### src/rtl/trng_markov_extractor.sv
// rtl/trng_markov_extractor.sv - context-split von Neumann post-processor for a raw entropy bit
// Optional repetition-count health test is built when TRNG_HEALTH_EN is defined.
module trng_markov_extractor #(
  parameter int REP_CUTOFF = 32,
  parameter int REP_CNT_W  = 6
) (
  input  logic clk,
  input  logic reset,
  input  logic latch_bit,
  output logic out_valid,
  output logic out
);

  logic       prev_bit;
  logic       prev_vld;
  logic [1:0] half;
  logic [1:0] half_vld;
  logic       blocked;

`ifdef TRNG_HEALTH_EN
  logic [REP_CNT_W-1:0] rep_cnt;
  logic [REP_CNT_W-1:0] rep_next;
  logic                 fail;
  logic                 fail_set;

  // Next run length of identical raw bits; restarts at 1 on a change or the first sample.
  always_comb begin
    rep_next = REP_CNT_W'(1);
    if (prev_vld && (latch_bit == prev_bit)) begin
      rep_next = (&rep_cnt) ? rep_cnt : rep_cnt + REP_CNT_W'(1);
    end
    fail_set = (int'(rep_next) >= REP_CUTOFF);
    blocked  = fail | fail_set;
  end

  // Run-length counter and sticky fail flag; only reset clears the flag.
  always_ff @(posedge clk) begin
    if (!reset) begin
      rep_cnt <= REP_CNT_W'(1);
      fail    <= 1'b0;
    end else begin
      rep_cnt <= rep_next;
      if (fail_set) begin
        fail <= 1'b1;
      end
    end
  end
`else
  assign blocked = 1'b0;
`endif

  // Context tracking, per-context pair collection and the registered output strobe.
  always_ff @(posedge clk) begin
    if (!reset) begin
      prev_bit  <= 1'b0;
      prev_vld  <= 1'b0;
      half      <= 2'b00;
      half_vld  <= 2'b00;
      out_valid <= 1'b0;
      out       <= 1'b0;
    end else begin
      out_valid <= 1'b0;
      prev_bit  <= latch_bit;
      prev_vld  <= 1'b1;
      if (blocked) begin
        // A failed source must not leave half-built pairs behind.
        half_vld <= 2'b00;
      end else if (prev_vld) begin
        if (!half_vld[prev_bit]) begin
          half[prev_bit]     <= latch_bit;
          half_vld[prev_bit] <= 1'b1;
        end else begin
          half_vld[prev_bit] <= 1'b0;
          // Pair 10 yields 1, pair 01 yields 0; equal pairs are dropped.
          if (half[prev_bit] != latch_bit) begin
            out       <= half[prev_bit];
            out_valid <= 1'b1;
          end
        end
      end
    end
  end

endmodule

### config.mk
export PLATFORM = sky130hd
export DESIGN_NAME = trng_markov_extractor
export DESIGN_NICKNAME = d
export VERILOG_FILES = /design/src/rtl/trng_markov_extractor.sv
export SDC_FILE = /design/constraint.sdc
export NUM_CORES = 1
export LEC_CHECK = 0
export CORE_AREA = 5 5 42 44
export CTS_CLUSTER_DIAMETER = 40
export CTS_CLUSTER_SIZE = 16
export DETAILED_ROUTE_END_ITERATION = 10
export DIE_AREA = 0 0 47 49
export PLACE_DENSITY = 0.49
export SLEW_MARGIN = 20
export SYNTH_ARGS = -nofsm -noshare
export SYNTH_HDL_FRONTEND = slang
export SYNTH_SLANG_ARGS = --single-unit
### constraint.sdc
create_clock -name clk -period 1.65 [get_ports clk]
set_input_delay 0.495 -clock clk [delete_from_list [all_inputs] [get_ports clk]]
set_output_delay 0.495 -clock clk [all_outputs]
set_load 0.1 [all_outputs]
==> results.yml <==
clock_network:
  ctsResizeCount: 0
  clk_latency_ns: 0.25
  root_buffer: "clkbuf_4"
  clk_pin_slew_ns: 0.05
  cts_hold_buf: 0
  clkSinkCount: 8
  h-tree-depth: 1
  cts_tree: "built"
  numCtsBuffers: 3
  clockBufferDepth: 2
  postCtsSetupBuffers: 0
synthesis:
  avgSynthCellArea_um2: 10.09
  ys_ff_latch: 8
  ys_seq_area_share_pct: 51.20
  syn_nets: 34
  netlist_area_um2: 312.8
  syn_inst: 31
  synth.distinct_cells: 15
  synth_warnings: 0
critical_path:
  cp.required_ns: 1.83
  crit_chain: "clkdlybuf4s50_1 -> or4b_1 -> a31oi_1"
  worstSetupPathType: "input pin to flop"
  crit_path_end_kind: "flop"
  startpoint: "latch_bit"
  worst_path_max_delay_cell: "or4b_1"
  startpoint_type: "input pin"
  crit_fanout: 2
  worstReg2RegStart: "prev_bit"
  critPathMaxStageDelay_ns: 0.52
  critical_path_arrival_ns: 1.59
global_routing:
  grt_max_degree: 7
  grt_pass1_vias: 265
  grt_antenna_before_repair: 0
  track_usage_pct: 6.780
  overflow: 0
  grt_pass1_wl_um: 1062
hold_path:
  hp-class: "flop to flop"
  hp-start: "half[0]"
routing:
  viasPerCell: 4.564
  drtAntennaViolNets: 0
  dr.first_iter.drc_count: 1
  vias: 251
  drt-total-wl_um: 573
  drc: 0
  wl_per_cell_um: 10.42
  first_pass_iters: 2
timing:
  worst_pin_slew_ns: 0.3327
  clock_skew_ns: 0.002745
  setup_viol: 0
  fin_crit_ns: 1.407
  fmax_ghz: 0.7106
  rsz0062_at_grt: "no"
  hold_violations: 0
  fin_crit_sh_pct: 85.29
  relSlewSlack_pct: 77.77
  timing.hold.ws_ns: 0.5049
  drv_slew: 0
layout:
  area_growth_pct: 35.20
  multi_input_area_um2: 137.6
  fill_cells: 153
  final_util_pct: 30.18
  seq_area_um2: 160.2
  antenna_cells: 0
  drive_above_1_share_pct: 17.95
  num-nets-final: 44
  postLayoutCellArea_um2: 422.9
power_and_ir_drop:
  power_frac_seq_pct: 52.2
  clkPwrFrac_pct: 36.6
  p_sw_uw: 94.87
  p_sw_share_pct: 23.51
  intPower_uw: 308.6
  p_leak_uw: 0.0001704
  max-vdd-ir-drop_mv: 0.3686
  p_per_area_nw_per_um2: 954.0
  finalPower_uw: 403.5
  combPwrFrac_pct: 11.3
placement:
  place_area_um2: 400.4
  port-buffer-count: 4
  finalWeightedCongestion: 0.8247
  dp_hpwl_um: 462.4
die:
  die_area_um2: 2303
  dieHeight_um: 49
  initial_core_util_pct: 22.32
  fp.dieW_um: 47
  row_count: 14
  coreArea_um2: 1401
  ios: 5
run_status:
  status: "complete, no violations"
run:
  drv_cap: 0
## metrics by stage
stage,setup TNS [ns],setup slack [ns],instances
after floorplan,0,0.2242,31
after global placement,0,0.005403,52
after detailed placement,-0.01134,-0.01134,52
after CTS,0,0.2516,55
after global routing,0,0.1719,55
final,0,0.2428,55
## final timing paths
kind | to | slack (ns) | cells past startpoint
min | half[0] | 0.50 | 2
max reg2reg | out | 0.33 | 3
max | out | 0.24 | 3
min reg2reg | half[0] | 0.50 | 2
## kinds of logic (layout without fill, tap and decap cells)
kind of cell	after synthesis	after routing	share of synthesized area, %
flip-flops	8	8	51.20
AO/OA/AOI/OAI	7	7	13.20
AND/OR/NAND/NOR	7	7	13.60
multiplexers	4	4	14.40
buffers and inverters	4	12	4.799
XOR/XNOR	1	1	2.801
## worst max-delay path, delay by kind of cell
family | cells | cell delay (ns)
AOI/OAI and AO/OA | 1 | 0.16
and+or+nand+nor | 1 | 0.52
buffers and inverters | 1 | 0.41
## cells in the final DEF, fill, tap and decap left out, types with 2 or more instances in the layout
cell	netlist	routed
buf_12	0	2
inv_1	4	4
o21ai_0	3	3
clkbuf_4	0	3
clkdlybuf4s50_1	0	2
nor2_1	3	3
mux2i_1	3	3
dfxtp_1	8	8
## per-layer routing
metal	vias to the layer above	global-route usage, %	routed length (um)
li1	128	-	-
met1	114	6.652	216
met2	6	10.18	307
met3	3	3.321	26
met4	0	5.530	22
met5	-	0	0
## power by group through the flow
stage / registers, uW / clock network, uW / logic (uW)
finish: 210 / 148 / 45.5
CTS: 210 / 152 / 46.1
global route: 212 / 161 / 50.4
global placement: 213 / 0 / 44.6
floorplan: 218 / 0 / 23.6
detailed placement: 214 / 0 / 46.0
## layout make-up
type | instances | area share (%)
Multi-Input combinational cell | 19 | 32.54
Tap cell | 16 | 4.734
Sequential cell | 8 | 37.87
Timing Repair Buffer | 5 | 15.98
Clock buffer | 3 | 5.325
Inverter | 4 | 3.550
## synth_stat cells
master | count | area share (%)
nor3b_1 | 1 | 2.4
mux2_4 | 1 | 4.8
nor2_1 | 3 | 3.6
a21boi_0 | 1 | 2.4
or4b_1 | 1 | 3.2
a31oi_1 | 1 | 2.0
o21a_1 | 1 | 2.4
nand3b_1 | 1 | 2.4
mux2i_1 | 3 | 9.6
xnor2_1 | 1 | 2.8
inv_1 | 4 | 4.8
o21ai_0 | 3 | 4.8
dfxtp_1 | 8 | 51
nor4_1 | 1 | 2.0
a21oi_1 | 1 | 1.6
(Power assumes the default switching activity.)
